==> src/rtl/dphy_pkg.sv <==
// Shared types and constants for the D-PHY transmit serializer.
package dphy_pkg;
  localparam int         NUM_LANES = 4;
  localparam logic [7:0] SYNC_BYTE = 8'hB8;

  typedef enum logic [2:0] {IDLE, HS_ZERO, SYNC, DATA, TRAIL} tx_state_e;
  typedef enum logic [1:0] {SEL_ZERO, SEL_SYNC, SEL_DATA, SEL_TRAIL} lane_sel_e;

  function automatic lane_sel_e state_to_sel(tx_state_e s);
    case (s)
      SYNC:    return SEL_SYNC;
      DATA:    return SEL_DATA;
      TRAIL:   return SEL_TRAIL;
      default: return SEL_ZERO;
    endcase
  endfunction
endpackage

==> src/rtl/tx_serializer_if.sv <==
// Byte-domain producer handshake into the serializer.
interface tx_serializer_if;
  import dphy_pkg::*;
  logic [1:0]                active_lanes;
  logic [NUM_LANES-1:0][7:0] byte_data;
  logic                      byte_valid;
  logic                      byte_ready;

  modport master (output active_lanes, byte_data, byte_valid, input byte_ready);
  modport slave  (input active_lanes, byte_data, byte_valid, output byte_ready);
endinterface

==> src/rtl/tx_serializer_lane_shifter.sv <==
// One lane: payload shift register, last-bit capture and output source mux.
module tx_lane_shifter
  import dphy_pkg::*;
(
  input  logic       clk_i,
  input  logic       rst_ni,
  input  logic       en_i,
  input  lane_sel_e  sel_i,
  input  logic [2:0] bit_cnt_i,
  input  logic       load_i,
  input  logic       shift_i,
  input  logic       cap_i,
  input  logic [7:0] data_i,
  output logic       bit_o
);
  logic [7:0] sh_q, sh_d;
  logic       last_q, last_d;
  logic       bit_raw;

  always_comb begin
    bit_raw = 1'b0;
    case (sel_i)
      SEL_SYNC:  bit_raw = SYNC_BYTE[bit_cnt_i];
      SEL_DATA:  bit_raw = sh_q[0];
      SEL_TRAIL: bit_raw = ~last_q;
      default:   bit_raw = 1'b0;
    endcase
    bit_o = en_i & bit_raw;

    sh_d   = sh_q;
    last_d = last_q;
    // load wins over shift so back-to-back bytes stay contiguous
    if (en_i && load_i)  sh_d = data_i;
    else if (shift_i)    sh_d = {1'b0, sh_q[7:1]};
    if (en_i && cap_i)   last_d = bit_raw;
  end

  always_ff @(posedge clk_i) begin
    if (!rst_ni) begin
      sh_q   <= '0;
      last_q <= 1'b0;
    end else begin
      sh_q   <= sh_d;
      last_q <= last_d;
    end
  end
endmodule

==> src/rtl/tx_serializer.sv <==
// D-PHY HS transmit serializer: leader, sync, LSB-first payload, trailer per lane.
module tx_serializer
  import dphy_pkg::*;
#(
  parameter int HS_ZERO_BYTES = 2,
  parameter int TRAIL_BYTES   = 1
) (
  input  logic bit_clk_i,
  input  logic rst_ni,
  tx_serializer_if.slave byte_if,
  output logic byte_clk_o,
  output logic bit_data_lane0_o,
  output logic bit_data_lane1_o,
  output logic bit_data_lane2_o,
  output logic bit_data_lane3_o,
  output logic hs_active_lane0_o,
  output logic hs_active_lane1_o,
  output logic hs_active_lane2_o,
  output logic hs_active_lane3_o
);
  logic [2:0]           bit_cnt_q, bit_cnt_d;
  logic                 byte_clk_q;
  tx_state_e            state_q, state_d;
  logic [3:0]           slot_q, slot_d;
  logic [1:0]           lanes_q, lanes_d;
  logic                 load, cap, ready, slot_end;
  logic [NUM_LANES-1:0] lane_en, bit_data;
  lane_sel_e            sel;

  assign bit_cnt_d = bit_cnt_q + 3'd1;
  assign slot_end  = (bit_cnt_q == 3'd7);
  assign sel       = state_to_sel(state_q);

  always_comb begin
    state_d = state_q;
    slot_d  = slot_q;
    lanes_d = lanes_q;
    load    = 1'b0;
    cap     = 1'b0;
    ready   = 1'b0;
    if (slot_end) begin
      case (state_q)
        IDLE: if (byte_if.byte_valid) begin
          lanes_d = byte_if.active_lanes;
          slot_d  = '0;
          state_d = HS_ZERO;
        end
        HS_ZERO: begin
          slot_d = slot_q + 4'd1;
          if (slot_q == 4'(HS_ZERO_BYTES - 1)) begin
            slot_d  = '0;
            state_d = SYNC;
          end
        end
        SYNC, DATA: begin
          ready = 1'b1;
          if (byte_if.byte_valid) begin
            load    = 1'b1;
            state_d = DATA;
          end else begin
            // the bit on the wire right now is the burst's last bit
            cap     = 1'b1;
            slot_d  = '0;
            state_d = TRAIL;
          end
        end
        TRAIL: begin
          slot_d = slot_q + 4'd1;
          if (slot_q == 4'(TRAIL_BYTES - 1)) begin
            slot_d  = '0;
            state_d = IDLE;
          end
        end
        default: state_d = IDLE;
      endcase
    end
  end

  always_ff @(posedge bit_clk_i) begin
    if (!rst_ni) begin
      bit_cnt_q  <= '0;
      byte_clk_q <= 1'b0;
      state_q    <= IDLE;
      slot_q     <= '0;
      lanes_q    <= '0;
    end else begin
      bit_cnt_q  <= bit_cnt_d;
      byte_clk_q <= ~bit_cnt_d[2];
      state_q    <= state_d;
      slot_q     <= slot_d;
      lanes_q    <= lanes_d;
    end
  end

  for (genvar i = 0; i < NUM_LANES; i++) begin : g_lane
    assign lane_en[i] = (state_q != IDLE) && (lanes_q >= 2'(i));
    tx_lane_shifter u_shf (
      .clk_i     (bit_clk_i),
      .rst_ni    (rst_ni),
      .en_i      (lane_en[i]),
      .sel_i     (sel),
      .bit_cnt_i (bit_cnt_q),
      .load_i    (load),
      .shift_i   (state_q == DATA),
      .cap_i     (cap),
      .data_i    (byte_if.byte_data[i]),
      .bit_o     (bit_data[i])
    );
  end

  assign byte_if.byte_ready = ready;
  assign byte_clk_o         = byte_clk_q;
  assign bit_data_lane0_o   = bit_data[0];
  assign bit_data_lane1_o   = bit_data[1];
  assign bit_data_lane2_o   = bit_data[2];
  assign bit_data_lane3_o   = bit_data[3];
  assign hs_active_lane0_o  = lane_en[0];
  assign hs_active_lane1_o  = lane_en[1];
  assign hs_active_lane2_o  = lane_en[2];
  assign hs_active_lane3_o  = lane_en[3];
endmodule

==> src/flat_wrapper.sv <==
// flat-port wrapper written by rule: the top's interface ports become plain ports
module tx_serializer_flat import dphy_pkg::*;
#(
  parameter int HS_ZERO_BYTES = 2,
  parameter int TRAIL_BYTES   = 1
)
  (bit_clk_i, rst_ni, byte_clk_o, bit_data_lane0_o, bit_data_lane1_o, bit_data_lane2_o, bit_data_lane3_o, hs_active_lane0_o, hs_active_lane1_o, hs_active_lane2_o, hs_active_lane3_o, byte_if_active_lanes, byte_if_byte_data, byte_if_byte_valid, byte_if_byte_ready);
  tx_serializer_if byte_if_i ();
  input  logic bit_clk_i;
  input  logic rst_ni;
  output logic byte_clk_o;
  output logic bit_data_lane0_o;
  output logic bit_data_lane1_o;
  output logic bit_data_lane2_o;
  output logic bit_data_lane3_o;
  output logic hs_active_lane0_o;
  output logic hs_active_lane1_o;
  output logic hs_active_lane2_o;
  output logic hs_active_lane3_o;
  input wire logic [$bits(byte_if_i.active_lanes)-1:0] byte_if_active_lanes;
  input wire logic [$bits(byte_if_i.byte_data)-1:0] byte_if_byte_data;
  input wire logic [$bits(byte_if_i.byte_valid)-1:0] byte_if_byte_valid;
  output wire logic [$bits(byte_if_i.byte_ready)-1:0] byte_if_byte_ready;
  assign byte_if_i.active_lanes = byte_if_active_lanes;
  assign byte_if_i.byte_data = byte_if_byte_data;
  assign byte_if_i.byte_valid = byte_if_byte_valid;
  assign byte_if_byte_ready = byte_if_i.byte_ready;
  tx_serializer #(.HS_ZERO_BYTES(HS_ZERO_BYTES), .TRAIL_BYTES(TRAIL_BYTES)) u_core (.bit_clk_i(bit_clk_i), .rst_ni(rst_ni), .byte_if(byte_if_i), .byte_clk_o(byte_clk_o), .bit_data_lane0_o(bit_data_lane0_o), .bit_data_lane1_o(bit_data_lane1_o), .bit_data_lane2_o(bit_data_lane2_o), .bit_data_lane3_o(bit_data_lane3_o), .hs_active_lane0_o(hs_active_lane0_o), .hs_active_lane1_o(hs_active_lane1_o), .hs_active_lane2_o(hs_active_lane2_o), .hs_active_lane3_o(hs_active_lane3_o));
endmodule
==> config.mk <==
export PLATFORM = sky130hd
export DESIGN_NAME = tx_serializer_flat
export DESIGN_NICKNAME = d
export VERILOG_FILES = /design/src/rtl/dphy_pkg.sv /design/src/rtl/tx_serializer_if.sv /design/src/rtl/tx_serializer_lane_shifter.sv /design/src/rtl/tx_serializer.sv /design/src/flat_wrapper.sv
export SDC_FILE = /design/constraint.sdc
export NUM_CORES = 1
export LEC_CHECK = 0
export ABC_AREA = 1
export CORE_AREA = 2 2 74 76
export CTS_CLUSTER_DIAMETER = 50
export DETAILED_ROUTE_END_ITERATION = 8
export DIE_AREA = 0 0 76 78
export MAX_ROUTING_LAYER = met4
export PLACE_DENSITY_LB_ADDON = 0.05
export SLEW_MARGIN = 5
export SYNTH_ARGS = -nofsm -noshare
export SYNTH_HDL_FRONTEND = slang
export SYNTH_SLANG_ARGS = --single-unit
==> constraint.sdc <==
create_clock -name bit_clk_i -period 1.8 [get_ports bit_clk_i]
set_clock_uncertainty 0.15 [all_clocks]
set_input_delay 0.27 -clock bit_clk_i [delete_from_list [all_inputs] [get_ports bit_clk_i]]
set_output_delay 0.27 -clock bit_clk_i [all_outputs]
set_load 0.02 [all_outputs]
==> results.tsv <==
stage	metric	value	unit
routing	wl_per_cell	12.86	um
grt	antenna_found_initial	0	
yosys	yosysTopAreaCell	dfxtp_1	
finish	antenna_cells	0	
placement	placed_cell_area	3368	um2
clock_tree	cts_buffers	5	
yosys	synth_top_area_share	38.44	%
finish	fillers	399	
clock_tree	hold_buffers	0	
pwr	leakage	1.725	nW
grt	grt_pass1_vias	2582	
placement	portBuffers	46	
routing	drt-total-wl	6.946	mm
worst_setup_path	r2r_slack	0.02	ns
clock_tree	clk_path_buf_depth	2	
floorplanning	core	5042	um2
routing	ant_nets	0	
yosys	ys.warnings.count	0	
run_status	violations	setup timing	
floorplanning	start_util	51.64	%
floorplanning	std_cell_rows	26	
yosys	synth.cell_area	2604	um2
clock_tree	h-tree-depth	2	
grt	grt_usage	24.81	%
sta	fmax	0.5077	GHz
finish	final_area	3714	um2
worst_setup_path	path_class	reg -> out	
placement	place_congestion	0.9034	
routing	firstDrtPassIters	4	
worst_setup_path	critPathRequiredTime	1.38	ns
worst_setup_path	critical_path.max_fanout	3	
worst_setup_path	cp-end-kind	output pin	
min_path	hold_start	u_core.g_lane[0].u_shf.sh_q[7]	
yosys	synth.area.top_cells	dfxtp_1, nand2_1, nor2_1	
finish	area_growth	42.62	%
worst_setup_path	reg2reg_to	u_core.slot_q[0]	
sta	fin_crit	1.970	ns
finish	nNetsFinal	511	
yosys	synthCells	379	
worst_setup_path	r2r-start	u_core.state_q[1]	
yosys	syn_nets	421	
clock_tree	cts_tree	yes	
routing	wl_met3	327	um
sta	grt_setup_unrepaired	yes	
floorplanning	ioPinCount	47	
yosys	ys_seq_area_share	38.44	%
finish	drive_above_1_share	24.26	%
routing	route.detailed.drc	0	
sta	maxSlewHeadroom	77.78	%
yosys	yosys_register_bits	50	
worst_setup_path	critPathArrivalTime	1.55	ns
clock_tree	clkTransAtPathRegs	0.10	ns
min_path	min_to	u_core.g_lane[0].u_shf.sh_q[7]	
yosys	syn_avg_cell_area	6.870	um2
pwr	power_density	565.6	nW/um2
floorplanning	dieArea	5928	um2
job	drv_cap	0	
floorplanning	die_y	78	um
sta	period_share	109.4	%
floorplanning	die_x	76	um
routing	via_per_inst	5.037	
routing	wl_met2	3.305	mm
clock_tree	clock_latency	0.31	ns
routing	routed.top_layer	met4	
worst_setup_path	start_kind	flip-flop	
placement	hpwl	4.453	mm
run_status	status	finished with violations	
worst_setup_path	cp-startpoint	u_core.state_q[1]	
sta	max_slew.worst_pin.slew	0.3298	ns
yosys	ys_types	30	
clock_tree	cts_root_buf	clkbuf_8	
routing	wl_met1	3.118	mm
pwr	peakVddDrop	0.0004091	V
clock_tree	clock-sinks	50	
min_path	holdPathStages	2	
sta	slew_viol_final	0	
grt	grt_max_degree	25	
grt	overflow	0	
placement	pre_cts_slack	-0.3138	ns
finish	layoutNonFillerInstCount	540	
routing	initialDrtViolationCount	184	
grt	grt_pass1_wl	11.59	mm
pwr	power	2.100	mW
min_path	hold_class	reg -> reg	
sta	setup_ws	-0.1695	ns
sta	setup_viol	4	
placement	dp_cells	518	
sta	whs	0.3145	ns
worst_setup_path	reg2reg_depth	7	
routing	vias	2720	
sta	hold_violations	0	
## what timing repair did
action	4_1_cts	5_1_grt
cloned	1	0
gates resized for setup	58	29
setup buffers	9	5
hold endpoints to repair	0	0
pin swaps	6	10
setup endpoints to repair	21	49
## cell type report
cell class	instances	area [um2]	share of cell area, %
inverter	45	176.4	4.751
clock inverter	3	47.55	1.280
multi-input combinational	272	1454	39.15
timing repair buffer	95	865.8	23.32
clock buffer	5	68.82	1.853
sequential	50	1013	27.29
tap	70	87.58	2.358
## worst max-delay path by stage
stage                                          endpoint  slack [ns]  depth (start not counted)
after floorplan           u_core.g_lane[3].u_shf.last_q        0.10                         10
after global placement                 bit_data_lane0_o       -0.29                          7
after detailed placement               bit_data_lane1_o       -0.31                          7
after CTS                              bit_data_lane0_o       -0.17                          8
after global routing                   bit_data_lane0_o       -0.20                          7
final                                  bit_data_lane0_o       -0.17                          7
## flip-flops by register name (all words and copies together), names as in the netlist, named ones only
name / count
u_core.g_lane.u_shf.sh_q: 32
u_core.bit_cnt_q: 3
u_core.g_lane.u_shf.last_q: 4
u_core.byte_clk_o: 1
u_core.state_q: 3
u_core.lanes_q: 2
u_core.slot_q: 4
## Yosys cell counts
cell type / number
a21oi_1: 18
a21oi_2: 2
a31oi_1: 5
buf_2: 3
buf_4: 3
buf_6: 2
clkbuf_1: 5
dfxtp_1: 50
ha_1: 5
inv_1: 41
inv_2: 3
inv_4: 1
nand2_1: 103
nand2_2: 5
nand2_4: 3
nand3_1: 28
nand3_4: 3
nand4_1: 3
nor2_1: 50
nor2_2: 2
nor2_4: 4
nor2_8: 1
nor3_1: 2
o211a_1: 1
o211ai_1: 2
o21ai_0: 23
o21ai_1: 5
o21ai_2: 3
or2_0: 2
xor2_1: 1
## stage by stage
| stage | util, % | setup TNS [ns] |
|---|---|---|
| 4_1_cts | 71.34 | -0.4661 |
| 6_report | 73.65 | -0.4715 |
| 5_1_grt | 73.65 | -0.8686 |
| 3_5_place_dp | 66.80 | -2.336 |
| 3_3_place_gp | 66.80 | -1.796 |
| 2_1_floorplan | - | 0 |
## cell usage in the layout (no fill, tap or decap), types with 3 or more instances in the layout
master           instances
a21oi_1                 18
a31oi_1                  5
buf_12                   3
buf_2                    3
buf_4                   44
buf_6                    8
clkbuf_8                 5
clkdlybuf4s50_1         37
dfxtp_1                 46
dfxtp_4                  3
ha_1                     3
inv_1                   36
inv_2                    7
nand2_1                 97
nand2_2                  7
nand2_4                  7
nand3_1                 28
nand3_4                  3
nand4_1                  3
nor2_1                  48
nor2_4                   7
o21ai_0                 22
o21ai_1                  6
o21ai_2                  3
## kinds of logic after synthesis
kind of cell | count (synthesis) | synth area share, %
xor gates and xnor gates | 1 | 0.3364
adders and majority gates | 5 | 2.403
and+or+nand+nor | 206 | 36.52
DFF | 50 | 38.44
AOI/OAI and AO/OA | 59 | 12.69
buffers and inverters | 58 | 9.611
## where the power goes
part           total (mW)  internal, mW  switching [mW]
Clock               0.824         0.422           0.403
Combinational       0.157         0.100          0.0564
Sequential           1.12          1.11         0.00707
## layer usage
layer	GRT usage, %	up-vias
met1	30.04	1224
li1	-	1389
met3	5.116	22
met4	11.64	0
met5	-	-
met2	40.00	85
## critical path, stage by stage, from the launching register on
cell and delay (ns):
dfxtp_4 0.37, buf_4 0.15, nand2_4 0.08, nor2_4 0.04, buf_4 0.14, nor3_4 0.24
inv_1 0.08, buf_6 0.13
No activity file was read; power rests on OpenSTA's default activity.
